==> config.mk <==
export PLATFORM = sky130hd
export DESIGN_NAME = fpu_sequencer
export DESIGN_NICKNAME = d
export VERILOG_FILES = /design/src/rtl/fpu_sequencer.sv
export SDC_FILE = /design/constraint.sdc
export NUM_CORES = 1
export LEC_CHECK = 0
export BUFFER_PORTS_ARGS = -buffer_cell sky130_fd_sc_hd__buf_4
export CORE_ASPECT_RATIO = 2
export CORE_UTILIZATION = 35
export DETAILED_ROUTE_END_ITERATION = 8
export PLACE_DENSITY = 0.58
export SLEW_MARGIN = 20
export SYNTH_ARGS = -nofsm -noshare
export SYNTH_HDL_FRONTEND = slang
export SYNTH_SLANG_ARGS = --single-unit
==> constraint.sdc <==
create_clock -name clk -period 4.4 [get_ports clk]
set_input_delay 0.22 -clock clk [delete_from_list [all_inputs] [get_ports clk]]
set_output_delay 0.22 -clock clk [all_outputs]
set_load 0.005 [all_outputs]
==> src/rtl/fpu_sequencer.sv <==
// Sequences multi-cycle FPU ops from EX: fixed per-op latency, pipeline stall, result capture for MEM/WB.
// Latency: result presented L cycles after accept; backpressure is the stall output, no input handshake.
module fpu_sequencer #(
    parameter int LAT_ADD     = 3,
    parameter int LAT_MADD    = 5,
    parameter int LAT_CVT     = 2,
    parameter int LAT_DEFAULT = 1,
    parameter int CNT_W       = 4
) (
    input  logic        clk,
    input  logic        rst,
    input  logic        op_valid,
    input  logic [2:0]  fpusel,
    input  logic [4:0]  op_fd,
    input  logic        flush,
    input  logic [31:0] fpu_result,
    output logic        fpu_start,
    output logic [2:0]  fpu_op,
    output logic        stall,
    output logic        res_valid,
    output logic [31:0] res_data,
    output logic [4:0]  res_fd,
    output logic        err,
    output logic [15:0] op_count
);

    // fpusel encodings shared with EX control
    localparam logic [2:0] FPU_ADD  = 3'd0;
    localparam logic [2:0] FPU_MADD = 3'd1;
    localparam logic [2:0] FPU_CVT  = 3'd2;
    localparam logic [2:0] FPU_SGNJ = 3'd3;
    localparam logic [2:0] FPU_ASEL = 3'd4;
    localparam logic [2:0] FPU_BSEL = 3'd5;

    typedef enum logic {IDLE, BUSY} state_t;

    state_t             state, state_nxt;
    logic [CNT_W-1:0]   counter, counter_nxt;
    logic [2:0]         op_q;
    logic [4:0]         fd_q;
    logic [CNT_W-1:0]   lat;
    logic               accept;
    logic               capture;
    logic               proto_err;

    function automatic logic [CNT_W-1:0] lat_of(input logic [2:0] sel);
        case (sel)
            FPU_ADD:  lat_of = CNT_W'(LAT_ADD);
            FPU_MADD: lat_of = CNT_W'(LAT_MADD);
            FPU_CVT:  lat_of = CNT_W'(LAT_CVT);
            default:  lat_of = CNT_W'(LAT_DEFAULT);
        endcase
    endfunction

    assign lat = lat_of(fpusel);

    always_comb begin
        state_nxt   = state;
        counter_nxt = counter;
        accept      = 1'b0;
        capture     = 1'b0;
        proto_err   = 1'b0;
        fpu_start   = 1'b0;
        fpu_op      = fpusel;
        stall       = 1'b0;
        if (state == IDLE) begin
            accept    = op_valid && !flush;
            fpu_start = accept;
            if (accept) begin
                if (lat > CNT_W'(1)) begin
                    state_nxt   = BUSY;
                    counter_nxt = lat - CNT_W'(2);
                    stall       = 1'b1;
                end else begin
                    capture = 1'b1;
                end
            end
        end else begin
            fpu_op    = op_q;
            // pipeline is released on the final (capture) cycle
            stall     = (counter != '0);
            proto_err = op_valid && !flush;
            if (counter == '0) begin
                state_nxt = IDLE;
                capture   = !flush;
            end else begin
                counter_nxt = counter - CNT_W'(1);
            end
        end
        if (flush) begin
            state_nxt   = IDLE;
            counter_nxt = '0;
        end
    end

    always_ff @(posedge clk) begin
        if (rst) begin
            state     <= IDLE;
            counter   <= '0;
            op_q      <= '0;
            fd_q      <= '0;
            res_valid <= 1'b0;
            res_data  <= '0;
            res_fd    <= '0;
            err       <= 1'b0;
            op_count  <= '0;
        end else begin
            state     <= state_nxt;
            counter   <= counter_nxt;
            res_valid <= capture;
            if (accept) begin
                op_q <= fpusel;
                fd_q <= op_fd;
            end
            if (capture) begin
                res_data <= fpu_result;
                // latency-1 ops capture in their accept cycle, before fd_q is loaded
                res_fd   <= accept ? op_fd : fd_q;
                op_count <= op_count + 16'd1;
            end
            if (proto_err)
                err <= 1'b1;
        end
    end

    // Encodings decoded only through the default latency arm
    logic unused_enc;
    assign unused_enc = ^{FPU_SGNJ, FPU_ASEL, FPU_BSEL};

endmodule
; ---- Word level (Yosys, flattened, before mapping)
; Index checks and enable logic that the tools add are counted.
[totals]
reg_bits = 68
latchBits = 0
ramBits = 0
romBits = 0
input_bits = 44
out_inout_bits = 60
word_cells = 43
n_memories = 0
[classes]
addsub = 3
n_mul = 0
n_div = 0
n_lt_le_gt_ge = 1
eq_ne = 3
shift = 0
mux = 18
n_bitwise = 0
reduce_logical = 9
[ops]
columns = cell, count
row1 = $add 16x1->16 const B, 1
row2 = $mux 4, 4
row3 = $mux 1, 11
row4 = $pmux 3 s3, 1
row5 = $mux 5, 1
row6 = $gt 4x1->1 const B, 1
row7 = $logic_not 4->1, 1
row8 = $reduce_bool 2->1, 2
row9 = $reduce_bool 4->1, 1
row10 = $sub 4x1->4 const B, 1
row11 = $sub 4x2->4 const B, 1
row12 = $eq 3x1->1 const B, 1
row13 = $eq 3x2->1 const B, 1
row14 = $logic_not 3->1, 1
row15 = $mux 3, 1
row16 = $reduce_and 3->1, 1
row17 = $ne 2x2->1 const B, 1
row18 = $reduce_or 2->1, 1
row19 = $logic_and 1x1->1, 1
row20 = $logic_not 1->1, 1

; ---- Logic depth before layout (Yosys ltp)
; Gate-level depths: netlist of the first run.
[depth]
depth_word = 6
mapped_depth = 9
depth_no_buf = 7

; ---- Least setup slack after synthesis of the first run
; No wires, ideal clock.
[synth_timing]
path_kind = reg2reg
startpoint = register counter[0]
endpoint = register op_count[12]
setup_ns = 0.070
arrival_ns = 1.634
required_ns = 4.330
setup_slack_ns = 2.696
path_stages_with_launch = 8
n_path_buf = 1
period_less_slack_ns = 1.704
cell_sequence = dfxtp_1 -> inv_1 -> ha_1 -> nor3b_4 -> a22oi_2 -> buf_4 -> or4_1 -> a21oi_1
[synth_via]
elab_chain_len = 3
[synth_lines]
columns = element, line
row1 = from (decl), 38  ; logic [CNT_W-1:0] counter, counter_nxt;
row2 = from (signal assigned), 109  ; counter <= counter_nxt;
row3 = $logic_not 4->1, 83  ; if (counter == '0) begin
row4 = $mux 1, 83
row5 = $mux 1, 66  ; if (state == IDLE) begin
row6 = to (signal assigned), 119  ; op_count <= op_count + 16'd1;
row7 = to (decl), 24  ; output logic [15:0] op_count
; Every way passes these cells.
; A chain may end at the register's enable or synchronous reset.

; ---- Worst setup path after layout of the first run
[layout_timing]
startpoint = register state
endpoint = register op_count[6]
[layout_via]
elab_chain_len = 1
[layout_lines]
columns = element, line
row1 = from (decl), 37  ; state_t state, state_nxt;
row2 = from (signal assigned), 108  ; state <= state_nxt;
row3 = $mux 1, 66
; Every way passes these cells.

==> results of run 1 <==
-- worst max path at each step --
stage                           from           end  slack (ps)
after floorplan           counter[0]  op_count[12]        2700
final                          state   op_count[6]        1550
after detailed placement       state     res_fd[3]        1490
after global routing           state     res_fd[4]        1260
after CTS                      state     res_fd[0]        1490
after global placement         state     res_fd[1]        1590
-- synthesized netlist by cell type, types with 5 or more instances --
| master | n |
|---|---|
| inv_1 | 6 |
| nand3_1 | 6 |
| buf_2 | 6 |
| a21oi_1 | 47 |
| nand2_1 | 72 |
| clkbuf_1 | 11 |
| a211oi_1 | 5 |
| nand4_1 | 5 |
| nor2_1 | 21 |
| or4_1 | 10 |
| buf_4 | 6 |
| dfxtp_1 | 68 |
| o31ai_1 | 9 |
| mux2i_1 | 9 |
| ha_1 | 5 |
-- cells in the final DEF, fill, tap and decap left out, drive strengths merged --
master,count
a21boi,1
and4,2
bufinv,1
xnor2,1
a211oi,5
clkbuf,9
a22oi,1
o21ai,7
mux2i,9
nand2,72
or4b,1
dfxtp,68
o31a,1
o22ai,1
a22o,2
inv,6
nor2b,3
a32oi,1
mux2,3
and2,1
clkinvlp,3
a21oi,47
or4,10
or2,2
o221a,1
clkinv,2
o31ai,9
or3,4
nor3,3
nand4,5
nor4,1
nor2,21
nand3,6
buf,106
ha,5
nor3b,2
o21ba,1
nand3b,1
and3,3
-- power by group --
part	switching, W	internal, W	leakage [nW]	total [W]
logic	0.0000694	0.0000747	0.900	0.000144
registers	0.0000130	0.000639	0.553	0.000652
clock network	0.000268	0.000435	0.134	0.000703
-- final cells by class --
type | instances | area, sq um
fillers | 707 | 3810
flip-flops and latches | 68 | 1360
multi-input cells | 232 | 1310
repair buffers | 106 | 796
clock buffers | 9 | 225
well taps | 94 | 118
clock inverters | 6 | 66.3
inverters | 6 | 22.5
-- stage by stage --
stage / power, W / area [sq um] / utilization / worst slack, ps / instances
2_1_floorplan: 0.000734 / 2810 / - / 2700 / 329
3_3_place_gp: 0.000809 / 3610 / 0.468 / 1590 / 506
3_5_place_dp: 0.000811 / 3610 / 0.468 / 1490 / 506
4_1_cts: 0.00152 / 3900 / 0.506 / 1490 / 521
5_1_grt: 0.00156 / 3900 / 0.506 / 1260 / 521
6_report: 0.00150 / 3900 / 0.506 / 1550 / 521
-- state kept, by name, indices dropped and copies added (netlist names) --
register   cells
counter        4
fd_q           5
state          1
err            1
res_fd         5
op_q           3
op_count      16
res_valid      1
res_data      32
-- per-layer routing --
metal  up-vias  wire [microns]  GRT usage
li1       1336               -          -
met1      1208            2890      0.198
met2        69            4070      0.336
met3        12             274     0.0496
met4         0             174     0.0870
met5         -               0          0
-- critical path, stage by stage (launching register included) --
cell	delay, ps
dfxtp_1	450
nor3b_2	880
a22oi_2	460
buf_4	350
or4_1	480
a21oi_1	140
-- kinds of logic (layout without fill, tap and decap cells) --
kind of cell / after synthesis / after routing
XOR/XNOR: 1 / 1
adder cells (fa/ha/maj): 5 / 5
AO/OA/AOI/OAI: 77 / 77
AND/OR/NAND/NOR: 137 / 137
multiplexers: 12 / 12
buffers and inverters: 29 / 127
flip-flops: 68 / 68
==> results.cfg, run 1 <==
[layout]
fin_nets = 472
areaGrowthSynthToFinish_pct = 38.7
drive_gt1_frac = 0.307
num_antenna_cells = 0

[worst_hold_path]
hold_end = res_data[20]
hp-start = fpu_result[20]
hold_path_depth = 3
min_path_type = input port to flop

[logic_synthesis]
synth-seq-area-share = 0.484
yosys-top-cells-area = dfxtp_1, nand2_1, a21oi_1
synth_flop_cell = dfxtp_1
synth_cells = 329
synthDistinctLibCells = 42
synth_compound_area_frac = 0.164
async_flop_share = 0
avgSynthCellArea_sq_um = 8.55
synth_nets = 378
muxShareOfSynthArea = 0.0440
yosys_warnings = 0
synth_edf_count = 0
synth_fa_ha_area_frac = 0.0222
synth_top_area_frac = 0.484
syn_area_sq_um = 2810
synth-xor-area-share = 0.00311
synth_top_area_cell = dfxtp_1
synth_top_family_by_area = simple AND/OR/NAND/NOR gates
synthSimpleGateAreaFrac = 0.233
ys_ff_latch = 68

[cts]
max-clock-path-buffers = 2
path_clk_slew_ps = 60
cts_tree = yes
clock-root-buffer = clkbuf_16
cts_sinks = 68
post_cts_buffers = 0
cts_resized = 0
ctsHoldBuffers = 0
htree_levels = 3
clock_latency_ps = 330
numCtsBuffers = 9

[worst_setup_path]
crit_type = flop to flop
cp-end-kind = flop
rr_worst_depth = 5
worst_r2r_startpoint = state
crit_arrival_ps = 3100
crit_path_start_kind = flop
path_max_fanout = 26
r2r-end = op_count[6]
r2r_slack_ps = 1550
required_ps = 4660

[drt]
vias_per_cell = 5.04
first_iter_violations = 160
vias = 2625
wire_per_inst_microns = 14.2
ant_nets = 0
wl_microns = 7410
drc = 0
dr.pass1.iters = 4

[placed_design]
gp_congestion = 0.754
portBuffers = 103
hpwl_microns = 5270

[sta]
clock_skew_ps = 5.80
timing.slew.headroom = 0.338
drv_slew = 0
whs_ps = 140
setup_violations = 0
rsz0062_at_grt = no
max_freq_mhz = 351
finalHoldViolCount = 0
tightest_slew_ps = 989
fin_crit_sh = 0.647
period_minus_slack_ps = 2850
setup_tns_ps = 0

[run]
maxCapViolCount = 0

[power]
p_leak_nw = 1.59
powerDensity_nw_per_um2 = 384
ir_drop_uv = 218

[global_routing]
antenna_found_initial = 0
grt_start_max_net_pins = 67
grt.total_usage = 0.187
grt_pass1_vias = 2537
overflow = 0
grt_first_pass_wirelength_microns = 11800

[floorplan]
row_count = 45
die_w_microns = 65.4
io_pins = 104
initial_core_util = 0.365
die_y_microns = 129
core_area_sq_um = 7710
design.die.area_sq_um = 8420

[status]
status = complete, no violations
(Power assumes the default switching activity.)
==> inputs of run 2 (changes only) <==
Clock period 4.4 ns to 2.9 ns, I/O delays scaled along.
==> run 2 against run 1 <==
  * Combinational power increased by 53%
  * Clock skew about the same
  * Utilization increased by 0.19 points
  * Total power is 51% higher
  * Via count grew 1.2%
  * Sequential power increased by 52%
==> results.cfg, run 2 (synthesis results as in run 1) <==
[floorplan]
core_area_sq_um = 7710
die_y_microns = 129
design.die.area_sq_um = 8420
initial_core_util = 0.365
row_count = 45
die_w_microns = 65.4
io_pins = 104

[power]
p_total_w = 0.00226
sw_frac_of_total = 0.224
ir_drop_uv = 493
power.share.sequential = 0.438
intPower_w = 0.00175
power_frac_clock = 0.465
comb_power_share = 0.097
p_leak_nw = 1.61
switching_power_w = 0.000507
powerDensity_nw_per_um2 = 577

[global_routing]
grt.total_usage = 0.183
grt_pass1_vias = 2446
overflow = 0
antenna_found_initial = 0
grt_first_pass_wirelength_microns = 11600
grt_start_max_net_pins = 67

[layout]
most-common-layout-cells = buf_4, nand2_1, dfxtp_1
areaGrowthSynthToFinish_pct = 39.2
largest_reg_flops = 32
top_regs = res_data x32, op_count x16
final_common_cell = buf_4
drive_gt1_frac = 0.310
top_register = res_data
fin_nets = 473
num_antenna_cells = 0

[drt]
wire_per_inst_microns = 14.0
first_iter_violations = 135
wl_microns = 7340
vias_per_cell = 5.08
vias = 2656
drc = 0
dr.pass1.iters = 4
ant_nets = 0

[sta]
drv_slew = 0
rsz0062_at_grt = no
setup_tns_ps = 0
timing.slew.headroom = 0.544
clock_skew_ps = 5.41
period_minus_slack_ps = 2120
max_freq_mhz = 473
tightest_slew_ps = 684
finalHoldViolCount = 0
setup_violations = 0
fin_crit_sh = 0.730

[status]
status = complete, no violations

[cts]
cts_resized = 0
ctsHoldBuffers = 0
clock-root-buffer = clkbuf_16
post_cts_buffers = 0
path_clk_slew_ps = 50
htree_levels = 3
numCtsBuffers = 9
clock_latency_ps = 320
cts_tree = yes
max-clock-path-buffers = 2
cts_sinks = 68

[placed_design]
portBuffers = 103
hpwl_microns = 5230
gp_congestion = 0.836

[worst_setup_path]
path_max_fanout = 35
cp-end-kind = flop
worst_r2r_startpoint = state
crit_arrival_ps = 2360
required_ps = 3150
critPathLaunch = state
crit_type = flop to flop
crit_path_start_kind = flop

[worst_hold_path]
hp-start = op_valid
min_path_type = input port to flop

[run]
maxCapViolCount = 0
## run 2: cell types whose count changed in the layout (fill, tap and decap cells not counted)
cell and delta:
clkbuf_8 +4, clkinvlp_4 -3, buf_4 +1, bufinv_16 -1
clkinv_2 +1
## run 2: critical path, cell delays in order (launching register included)
cell and delay, ps:
dfxtp_1 630, nor3b_2 100, buf_4 210, a22oi_2 180
buf_4 330, buf_4 360, nand2_1 90, a21oi_1 130
## run 2: power by group through the flow
stage | combinational, W | sequential, W | clock, W
after floorplan | 0.000106 | 0.00101 | 0
after global placement | 0.000221 | 0.00101 | 0
after detailed placement | 0.000223 | 0.00101 | 0
after CTS | 0.000224 | 0.000989 | 0.00107
after global routing | 0.000243 | 0.000993 | 0.00112
final | 0.000220 | 0.000989 | 0.00105
## run 2: area by class of cell
cell class                      count  area, sq um
Fill cell                         744         3800
Sequential cell                    68         1360
Multi-Input combinational cell    232         1310
Timing Repair Buffer              107          803
Clock buffer                       13          280
Tap cell                           94          118
Inverter                            6         22.5
Clock inverter                      3         18.8
## run 2: routing by layer
metal,GRT usage,routed length (microns),up-vias
met5,0,0,-
met4,0.0997,127,0
met3,0.0372,324,11
met1,0.194,2840,1237
met2,0.327,4050,70
li1,-,-,1338
## run 2: final timing paths
path | to | slack (ps) | cells past startpoint
setup / recovery | res_data[23] | 780 | 7
hold / removal | err | 70 | 3
setup reg to reg | res_data[23] | 780 | 7
hold reg to reg | res_data[5] | 450 | 2
## run 2: metrics by stage
step                hold slack [ps]   util  cell area, sq um  cells  setup slack [ps]
floorplan                       284      -              2810    329              1200
detailed placement              401  0.469              3620    507               793
CTS                            62.3  0.508              3920    523               769
global placement                389  0.469              3620    507               869
finish                         69.0  0.508              3920    523               784
global route                   67.2  0.508              3920    523               586
